==> src/rtl/i2s_master_tx_pkg.sv <==
// i2s_master_tx_pkg
// Constants and decode helpers shared by the I2S transmitter and its clock
// generator. Other I2S blocks (e.g. i2s_rx) use the same slot and divider
// defaults and the same word-select decode, so both live here.
//   I2S_SLOT_BITS  BCLK periods per channel slot (frame = 2 slots)
//   I2S_BCLK_HALF  system clocks per BCLK half-period
//   lrclk_decode() word-select level for a given bit-counter value
package i2s_master_tx_pkg;

  localparam int I2S_SLOT_BITS = 32;
  localparam int I2S_BCLK_HALF = 8;

  // Word select goes high one BCLK before the right-slot MSB and drops one
  // BCLK before the left-slot MSB (Philips I2S one-bit lead).
  function automatic logic lrclk_decode(input int cnt, input int slot_bits);
    return (cnt >= slot_bits - 1) && (cnt <= 2 * slot_bits - 2);
  endfunction

endpackage

==> src/rtl/i2s_master_tx_clkgen.sv <==
// i2s_master_tx_clkgen
// BCLK divider and frame bit counter for an I2S clock master.
// Ports:
//   clk   in   system clock
//   rst   in   synchronous reset, active-high
//   bclk  out  bit clock, first rise BCLK_HALF clks after reset release
//   fall  out  high during the clk whose edge drives bclk 1->0
//   cnt   out  bit position in frame, advanced on each fall edge
module i2s_master_tx_clkgen
  import i2s_master_tx_pkg::*;
#(
  parameter int SLOT_BITS = I2S_SLOT_BITS,
  parameter int BCLK_HALF = I2S_BCLK_HALF,
  localparam int DIV_W = (BCLK_HALF > 1) ? $clog2(BCLK_HALF) : 1,
  localparam int CNT_W = $clog2(2 * SLOT_BITS)
) (
  input  logic             clk,
  input  logic             rst,
  output logic             bclk,
  output logic             fall,
  output logic [CNT_W-1:0] cnt
);

  localparam logic [DIV_W-1:0] DIV_LAST  = DIV_W'(BCLK_HALF - 1);
  localparam logic [CNT_W-1:0] CNT_LAST  = CNT_W'(2 * SLOT_BITS - 1);
  // Starting one short of the last position makes the first fall edge
  // land on the frame-load position.
  localparam logic [CNT_W-1:0] CNT_RESET = CNT_W'(2 * SLOT_BITS - 2);

  logic [DIV_W-1:0] div;
  logic             wrap;

  assign wrap = (div == DIV_LAST);
  assign fall = wrap && bclk;

  always_ff @(posedge clk) begin
    if (rst) begin
      div  <= '0;
      bclk <= 1'b0;
      cnt  <= CNT_RESET;
    end else begin
      if (wrap) begin
        div  <= '0;
        bclk <= ~bclk;
      end else begin
        div <= div + 1'b1;
      end
      if (fall) begin
        cnt <= (cnt == CNT_LAST) ? '0 : cnt + 1'b1;
      end
    end
  end

endmodule

==> src/rtl/i2s_master_tx.sv <==
// i2s_master_tx
// I2S clock-master transmitter (Philips format). Generates BCLK/LRCLK and
// serialises left/right samples MSB first. Samples enter through a
// single-entry valid/ready buffer; when no pair is waiting at frame load the
// previous pair is repeated and underrun pulses.
// Ports:
//   clk          in   system clock
//   rst          in   synchronous reset, active-high
//   left_in      in   left sample (BITSIZE)
//   right_in     in   right sample (BITSIZE)
//   in_valid     in   sample pair offered
//   in_ready     out  buffer empty; pair taken when in_valid && in_ready
//   bclk         out  bit clock
//   lrclk        out  word select, 0 = left, 1 = right
//   sdata        out  serial data, changes on BCLK falling edge
//   frame_start  out  one-clk pulse when a frame is loaded
//   underrun     out  one-clk pulse when a load finds the buffer empty
module i2s_master_tx
  import i2s_master_tx_pkg::*;
#(
  parameter int BITSIZE   = 16,
  parameter int SLOT_BITS = I2S_SLOT_BITS,
  parameter int BCLK_HALF = I2S_BCLK_HALF
) (
  input  logic               clk,
  input  logic               rst,
  input  logic [BITSIZE-1:0] left_in,
  input  logic [BITSIZE-1:0] right_in,
  input  logic               in_valid,
  output logic               in_ready,
  output logic               bclk,
  output logic               lrclk,
  output logic               sdata,
  output logic               frame_start,
  output logic               underrun
);

  localparam int CNT_W = $clog2(2 * SLOT_BITS);
  localparam int IDX_W = (BITSIZE > 1) ? $clog2(BITSIZE) : 1;
  localparam logic [CNT_W-1:0] CNT_LAST = CNT_W'(2 * SLOT_BITS - 1);

  logic               fall;
  logic [CNT_W-1:0]   cnt;
  logic [CNT_W-1:0]   cnt_new;
  logic               load;
  logic               accept;
  logic               full;
  logic               full_nxt;
  logic [BITSIZE-1:0] buf_l;
  logic [BITSIZE-1:0] buf_r;
  logic [BITSIZE-1:0] sh_l;
  logic [BITSIZE-1:0] sh_r;
  logic [IDX_W-1:0]   l_idx;
  logic [IDX_W-1:0]   r_idx;
  logic               sdata_nxt;

  i2s_master_tx_clkgen #(
    .SLOT_BITS (SLOT_BITS),
    .BCLK_HALF (BCLK_HALF)
  ) u_clkgen (
    .clk  (clk),
    .rst  (rst),
    .bclk (bclk),
    .fall (fall),
    .cnt  (cnt)
  );

  // Outputs are decoded from the position the counter moves to on this edge.
  assign cnt_new = (cnt == CNT_LAST) ? '0 : cnt + 1'b1;
  assign load    = fall && (cnt_new == CNT_LAST);
  assign accept  = in_valid && in_ready;

  // A load only drains a full buffer; an accept can only hit an empty one,
  // so a same-clk accept+load leaves the new pair waiting for the next frame.
  always_comb begin
    full_nxt = full;
    if (load && full) full_nxt = 1'b0;
    if (accept)       full_nxt = 1'b1;
  end

  // Index arithmetic is modulo 2**IDX_W; only evaluated inside the slot ranges.
  always_comb begin
    l_idx     = IDX_W'(BITSIZE - 1) - cnt_new[IDX_W-1:0];
    r_idx     = IDX_W'(BITSIZE - 1) - (cnt_new[IDX_W-1:0] - IDX_W'(SLOT_BITS));
    sdata_nxt = 1'b0;
    if (int'(cnt_new) < BITSIZE) begin
      sdata_nxt = sh_l[l_idx];
    end else if ((int'(cnt_new) >= SLOT_BITS) &&
                 (int'(cnt_new) < SLOT_BITS + BITSIZE)) begin
      sdata_nxt = sh_r[r_idx];
    end
  end

  always_ff @(posedge clk) begin
    if (rst) begin
      full        <= 1'b0;
      in_ready    <= 1'b1;
      buf_l       <= '0;
      buf_r       <= '0;
      sh_l        <= '0;
      sh_r        <= '0;
      lrclk       <= 1'b0;
      sdata       <= 1'b0;
      frame_start <= 1'b0;
      underrun    <= 1'b0;
    end else begin
      full        <= full_nxt;
      in_ready    <= ~full_nxt;
      frame_start <= load;
      underrun    <= load && !full;
      if (accept) begin
        buf_l <= left_in;
        buf_r <= right_in;
      end
      // Empty buffer at load: shift registers keep the last pair.
      if (load && full) begin
        sh_l <= buf_l;
        sh_r <= buf_r;
      end
      if (fall) begin
        lrclk <= lrclk_decode(int'(cnt_new), SLOT_BITS);
        sdata <= sdata_nxt;
      end
    end
  end

endmodule

==> config.mk <==
export PLATFORM = sky130hd
export DESIGN_NAME = i2s_master_tx
export DESIGN_NICKNAME = d
export VERILOG_FILES = /design/src/rtl/i2s_master_tx_pkg.sv /design/src/rtl/i2s_master_tx_clkgen.sv /design/src/rtl/i2s_master_tx.sv
export SDC_FILE = /design/constraint.sdc
export NUM_CORES = 1
export LEC_CHECK = 0
export CAP_MARGIN = 20
export CORE_ASPECT_RATIO = 0.5
export CORE_MARGIN = 2
export CORE_UTILIZATION = 50
export CTS_CLUSTER_SIZE = 8
export DETAILED_ROUTE_END_ITERATION = 10
export PLACE_DENSITY = 0.76
export SYNTH_ARGS = -nofsm -noshare
export SYNTH_HDL_FRONTEND = slang
export SYNTH_SLANG_ARGS = --single-unit
==> constraint.sdc <==
create_clock -name clk -period 2.3 [get_ports clk]
set_clock_uncertainty 0.1 [all_clocks]
set_input_delay 0.345 -clock clk [delete_from_list [all_inputs] [get_ports clk]]
set_output_delay 0.345 -clock clk [all_outputs]
set_load 0.01 [all_outputs]
* After elaboration in Yosys (flattened, before gate mapping)
Cells that the tools add are included.
** Storage, ports and cells
- Register bits after elaboration :: 80
- Bits of input ports :: 35
** Cells by class
- Add/sub/neg operators :: 3
- $lt $le $gt $ge :: 6
- Eq/ne operators :: 3
- Muxes and demuxes :: 9
- Bitwise gates (word level) :: 2
- Reductions and logical operators :: 9
** Operator list (number)
- 6-bit == test, second input constant :: 2
- 1-bit binary-select mux with 4-bit select :: 2
- 1-bit logical AND :: 7
- 6-bit by 1-bit adder with 6-bit output, second input constant :: 1
- 6-bit by 5-bit greater-or-equal comparator with 1-bit output, second input constant :: 1
- 6-bit greater-or-equal comparator, second input constant :: 1
- 6-bit less-or-equal comparator, second input constant :: 1
- 6-bit by 5-bit less-than comparator with 1-bit output, second input constant :: 1
- 6-bit less-than comparator, second input constant :: 1
- 1-bit two-way mux :: 6
- 6-bit two-way mux :: 1
- 4-bit by 5-bit less-than comparator with 1-bit output, second input constant :: 1
- 4-bit subtractor, first input constant :: 1
- 3-bit by 1-bit adder with 3-bit output, second input constant :: 1
- 3-bit == test, second input constant :: 1
- 1-bit NOT :: 2
- 2-bit OR reduction :: 1
- 1-bit zero test :: 1

* Logic depth before layout (Yosys ltp)
- Word-level depth :: 8
- Mapped depth :: 12

* By module
From an unflattened synthesis, not the netlist that was laid out.
** Unflattened totals
- Cells, all modules :: 385
- Area, all modules :: 3452.1 µm²
** By module, submodules not included
- i2s_master_tx :: instances 1, cells each 341, area each 3005.4 µm²
- i2s_master_tx_clkgen :: instances 1, cells each 44, area each 446.7 µm²

* Least setup slack after synthesis
OpenSTA, ideal clock, no wires.
- Path type :: register to register
- Start :: reg u_clkgen.cnt[0]
- End :: reg sdata
- Library setup time :: 0.128 ns
- Data arrival time :: 2.093 ns
- Data required time :: 2.072 ns
- Path slack :: -0.021 ns
- Stages on the path, launching flop included :: 13
- Path buffers :: 4
- Clock period less this slack :: 2.321 ns
- Cells stage by stage :: dfxtp_1 -> buf_4 -> buf_4 -> inv_1 -> ha_1 -> buf_2 -> buf_2 -> mux2i_1 -> nor2_1 -> a31oi_1 -> o22ai_1 -> a211oi_1 -> a211oi_2
** Between the ends
- Word-level cells in the longest chain between the ends :: 7
** Ends and longest elaborated chain
- start, declared :: RTL line i2s_master_tx_clkgen.sv:21 : output logic [CNT_W-1:0] cnt
- start signal, assigned :: RTL line i2s_master_tx_clkgen.sv:49 : cnt <= (cnt == CNT_LAST) ? '0 : cnt + 1'b1;
- 6-bit by 1-bit adder with 6-bit output / 6-bit == test (equally long branches) :: RTL line i2s_master_tx.sv:69 : assign cnt_new = (cnt == CNT_LAST) ? '0 : cnt + 1'b1;
- 6-bit two-way mux (*) :: RTL line i2s_master_tx.sv:69
- 4-bit subtractor :: RTL line i2s_master_tx.sv:83, i2s_master_tx.sv:84
- 1-bit binary-select mux with 4-bit select :: RTL line i2s_master_tx.sv:90 : sdata_nxt = sh_r[r_idx];
- 1-bit two-way mux (not written as such) :: RTL line i2s_master_tx.sv:90
- 1-bit two-way mux :: RTL line i2s_master_tx.sv:88 : end else if ((int'(cnt_new) >= SLOT_BITS) &&
- 1-bit two-way mux (*) :: RTL line i2s_master_tx.sv:86 : if (int'(cnt_new) < BITSIZE) begin
- end signal, assigned :: RTL line i2s_master_tx.sv:122 : sdata <= sdata_nxt;
- end, declared :: RTL line i2s_master_tx.sv:33 : output logic sdata,
Mark *: on every way between the ends. The rest lies on a longest branch, timed or not. The select of a mux whose other input is x is not followed.
A chain may end at the register's enable or synchronous reset.

* Worst setup path after layout
- Start :: reg u_clkgen.cnt[1]
- End :: reg sh_r[9]
** Between the ends
- Word-level cells in the longest chain between the ends :: 5
** Ends and longest elaborated chain
- 6-bit by 1-bit adder with 6-bit output / 6-bit == test (equally long branches) :: RTL line i2s_master_tx.sv:69
- 6-bit two-way mux (*) :: RTL line i2s_master_tx.sv:69
- 6-bit == test (*) :: RTL line i2s_master_tx.sv:70 : assign load = fall && (cnt_new == CNT_LAST);
- 1-bit logical AND (*) :: RTL line i2s_master_tx.sv:70
- 1-bit logical AND (*) :: RTL line i2s_master_tx.sv:116 : if (load && full) begin
- end signal, assigned :: RTL line i2s_master_tx.sv:118 : sh_r <= buf_r;
- end, declared :: RTL line i2s_master_tx.sv:52 : logic [BITSIZE-1:0] sh_r;
Mark *: on every way between the ends. The rest lies on a longest branch, timed or not.

==> Implementation_results.wiki <==
{| class="wikitable"
! Metric !! Value
|-
| Ys flop type || sky130_fd_sc_hd__dfxtp_1
|-
| Final weighted congestion in routability-driven placement || 0.896
|-
| Mapped Area || 3390 um2
|-
| Adder-Cell Fraction of Synth Area || 1.48%
|-
| Worst min path class || reg -> reg
|-
| Type of element capturing the critical path || flop
|-
| Root Buffer || sky130_fd_sc_hd__clkbuf_16
|-
| Worst endpoint data arrival time || 2280 ps
|-
| Final worst-path setup slack || 108 ps
|-
| Reg-to-reg slack, setup || 110 ps
|-
| Core footprint || 6620 um2
|-
| Relative area change from synthesis to final layout || 25.2%
|-
| Clock Path Buffers || 2
|-
| Reg2reg end || sh_r[9]$_SDFFE_PP0P_
|-
| Proportion of synthesized area in mux cells || 14.3%
|-
| Post-DR vias/cell || 5.32
|-
| Slowest cell on the critical path || sky130_fd_sc_hd__dfxtp_2
|-
| Max-slew violation total from the final report || 0
|-
| Clock Latency Late Sink || 330 ps
|-
| Largest incremental delay on the critical path || 430 ps
|-
| Number of antenna violations at the first check in global routing || 0
|-
| Register area share after synthesis || 47.3%
|-
| Cell-internal power || 2.58 mW
|-
| Maximum net fanout on the critical path || 16
|-
| Largest delay contributor family on the critical path || flip-flops
|-
| Final setup vio count || 0
|-
| Clock tree from TritonCTS || yes
|-
| Setup Total Neg Slack || 0 ps
|-
| End of the worst hold path || u_clkgen.div[0]$_SDFF_PP0_
|-
| CP Class || reg -> reg
|-
| Height of the die || 62.2 um
|-
| Largest cells by area after synthesis || sky130_fd_sc_hd__dfxtp_1, sky130_fd_sc_hd__mux2i_1, sky130_fd_sc_hd__nand2_1, sky130_fd_sc_hd__a21oi_1, sky130_fd_sc_hd__nor2_1
|-
| Post-synthesis instance total || 376
|-
| Worst flop-to-flop path startpoint || u_clkgen.cnt[1]$_SDFFE_PP1P_
|-
| Global-route wire length before repair || 11900 um
|-
| Async set or reset register ratio after synthesis || 0%
|-
| CP bufs+invs || 2
|-
| Proportion of power drawn by flip-flops and latches || 44.8%
|-
| Number of antenna diodes || 0
|-
| Final clock period utilization by the worst path || 95.3%
|-
| Number of flip-flops and latches in the synthesized netlist || 80
|-
| Post-CTS setup repair buffer count || 0
|-
| Placed cell count || 493
|-
| Clock share of power || 50.0%
|-
| Rows || 21
|-
| Number of max-capacitance violations reported || 0
|-
| Final standard cell count with taps included and fillers excluded || 509
|-
| Status || complete, no violations
|-
| Post-CTS Hold Fix Bufs || 0
|-
| Logic pwr share || 5.2%
|-
| Proportion of layout cells with a drive suffix above 1 || 11.0%
|-
| Clock transition at the register clock pins on the worst setup and hold paths after CTS || 60 ps
|-
| Worst slew slack as a fraction of its limit || 65.4%
|-
| Overflow left after global routing || 0
|-
| HPWL reported at the end of detailed placement || 5010 um
|-
| Avg Cell Area, Syn || 9.01 um2
|-
| Cell depth of the worst min-delay path || 1
|-
| Count of endpoints failing hold in the final timing report || 0
|-
| Clock sink count || 80
|-
| Starting density of the core || 51.2%
|-
| Number of iterations in the first detailed-routing pass || 5
|-
| Post-synthesis share of cell area spent on and, or, nand and nor gates || 19.9%
|-
| Post-detailed-route count of antenna-violating nets || 0
|-
| Most common library cells after synthesis || sky130_fd_sc_hd__dfxtp_1, sky130_fd_sc_hd__nand2_1, sky130_fd_sc_hd__nor2_1, sky130_fd_sc_hd__a21oi_1, sky130_fd_sc_hd__mux2i_1
|-
| Post-layout net count || 452
|-
| Startpoint of the lowest-slack hold path || u_clkgen.div[0]$_SDFF_PP0_
|-
| Clock buffer count from CTS || 9
|-
| Slew at the pin closest to its max-slew limit || 519 ps
|-
| Routed WL per cell || 14.5 um
|-
| Place WS || -29.7 ps
|-
| Vias in the first global route || 2511
|-
| Dominant combinational cell family by area after synthesis || simple AND/OR/NAND/NOR gates
|-
| Die Span X || 120 um
|-
| Routed wire length || 7360 um
|-
| Total vias in the final route || 2710
|-
| Top Ports || 41
|-
| Maximum resistive drop on vdd || 0.322 mV
|-
| Synth Warn # || 0
|-
| Sw Pwr || 0.660 mW
|-
| Share of the synthesized area in the top cell type || 47.3%
|-
| Die Outline Area || 7490 um2
|-
| Startpoint Class || flop
|-
| # H-tree levels || 3
|-
| Cell taking the most area after synthesis || sky130_fd_sc_hd__dfxtp_1
|-
| Highest clock rate || 456 MHz
|-
| Port bufs || 40
|-
| Cells along the critical path || ha_2 -> and2b_1 -> o21ai_0 -> a21oi_1 -> buf_4 -> nand3_4 -> buf_12 -> mux2i_1 -> nor2_1
|-
| Fraction of synthesized cell area in xor and xnor cells || 0.776%
|-
| Data required time at the worst endpoint || 2390 ps
|-
| DRC Markers || 0
|-
| Share of the synthesized area in compound gates (AO/OA/AOI/OAI) || 11.9%
|-
| Leak Pwr || 1.84 nW
|-
| GRT Resource Usage Total || 20.4%
|-
| Pwr dens || 763 nW/um2
|-
| Number of enable flip-flop cells after synthesis || 0
|-
| Post-synthesis net count || 415
|-
| Post-route minimum period || 2190 ps
|-
| Switching part of the total || 20.4%
|-
| Depth of the most critical reg-to-reg path || 9
|-
| Drt first-iter violations || 178
|-
| Pin count of the biggest net entering global routing || 53
|-
| Number of different library cells in the post-synthesis netlist || 44
|}
worst register-to-register path: stages (launching register included):
cell	delay, ps
sky130_fd_sc_hd__dfxtp_2	430
sky130_fd_sc_hd__ha_2	260
sky130_fd_sc_hd__and2b_1	220
sky130_fd_sc_hd__o21ai_0	150
sky130_fd_sc_hd__a21oi_1	120
sky130_fd_sc_hd__buf_4	160
sky130_fd_sc_hd__nand3_4	110
sky130_fd_sc_hd__buf_12	180
sky130_fd_sc_hd__mux2i_1	240
sky130_fd_sc_hd__nor2_1	70
placed cells by master, fill, tap and decap left out, types with 2 or more instances in the layout:
master	n
sky130_fd_sc_hd__nor2_1	42
sky130_fd_sc_hd__o21ai_0	5
sky130_fd_sc_hd__and2_1	4
sky130_fd_sc_hd__bufinv_16	3
sky130_fd_sc_hd__xnor2_1	2
sky130_fd_sc_hd__buf_4	11
sky130_fd_sc_hd__dfxtp_1	79
sky130_fd_sc_hd__ha_1	2
sky130_fd_sc_hd__mux4_2	4
sky130_fd_sc_hd__a211oi_1	2
sky130_fd_sc_hd__clkdlybuf4s50_1	39
sky130_fd_sc_hd__mux2_2	3
sky130_fd_sc_hd__a21oi_1	39
sky130_fd_sc_hd__a211o_1	3
sky130_fd_sc_hd__nor3b_1	6
sky130_fd_sc_hd__nor2b_1	3
sky130_fd_sc_hd__a2111oi_0	2
sky130_fd_sc_hd__nor3_1	6
sky130_fd_sc_hd__nand3_1	3
sky130_fd_sc_hd__mux2i_1	36
sky130_fd_sc_hd__clkinv_4	2
sky130_fd_sc_hd__nand2_1	80
sky130_fd_sc_hd__clkbuf_16	10
sky130_fd_sc_hd__a31oi_1	3
sky130_fd_sc_hd__a21oi_4	2
final cells by class:
type                    instances  area [um2]
fillers                       559        2380
multi-input cells             268        1650
flip-flops and latches         80        1600
repair buffers                 53         523
clock buffers                   9         225
clock inverters                 6         116
well taps                      92         115
inverters                       1        3.75
worst max path at each step:
stage | start | to | slack [ps] | cells after the start
global placement | u_clkgen.cnt[1]$_SDFFE_PP1P_ | sh_r[15]$_SDFFE_PP0P_ | 100 | 9
CTS | u_clkgen.cnt[0]$_SDFFE_PP0P_ | sdata$_SDFFE_PP0P_ | 80 | 9
global route | u_clkgen.cnt[1]$_SDFFE_PP1P_ | sh_r[9]$_SDFFE_PP0P_ | -8 | 9
detailed placement | u_clkgen.cnt[1]$_SDFFE_PP1P_ | sdata$_SDFFE_PP0P_ | -30 | 8
finish | u_clkgen.cnt[1]$_SDFFE_PP1P_ | sh_r[9]$_SDFFE_PP0P_ | 110 | 9
floorplan | u_clkgen.cnt[0]$_SDFFE_PP0P_ | sdata$_SDFFE_PP0P_ | 10 | 10
cell families after synthesis:
| family | count (synthesis) |
|---|---|
| and+or+nand+nor | 153 |
| DFF | 80 |
| AOI/OAI and AO/OA | 65 |
| muxes | 43 |
| buffers and inverters | 28 |
| adders and majority gates | 4 |
| xor gates and xnor gates | 3 |
registers in the layout, summed over array words and instances, names as in the netlist:
signal / flops
sh_r: 16
u_clkgen.cnt: 6
frame_start: 1
sdata: 1
sh_l: 16
underrun: 1
buf_l: 16
u_clkgen.div: 3
buf_r: 16
u_clkgen.bclk: 1
lrclk: 1
full: 1
in_ready: 1
repair_timing:
item                                    CTS  global route
endpoints found under the setup margin    4             8
cloned                                    0             1
gates resized for setup                   3             1
metrics by stage:
stage / power [mW] / hold slack [ps] / util, % / cell area, um2
after CTS: 3.25 / 356 / 63.5 / 4210
final: 3.24 / 350 / 64.0 / 4240
after detailed placement: 1.65 / 346 / 58.3 / 3860
after global routing: 3.34 / 365 / 64.0 / 4240
after global placement: 1.64 / 314 / 58.3 / 3860
after floorplan: 1.56 / 304 / - / 3390
power by group through the flow:
stage               combinational [mW]  sequential, mW  clock [mW]
global route                     0.190            1.45        1.70
finish                           0.169            1.45        1.62
floorplan                       0.0887            1.47           0
global placement                 0.163            1.48           0
CTS                              0.171            1.45        1.63
detailed placement               0.170            1.48           0
per-layer routing:
layer | part of all wire [%] | GRT usage [%] | vias up | routed length, um
met5 | 0 | 0 | - | 0
li1 | - | - | 1350 | -
met4 | 1.3 | 7.56 | 0 | 94
met1 | 49 | 28.5 | 1291 | 3620
met3 | 4.7 | 5.06 | 8 | 349
met2 | 45 | 30.5 | 61 | 3290
Power figures use the tool's default switching activity.
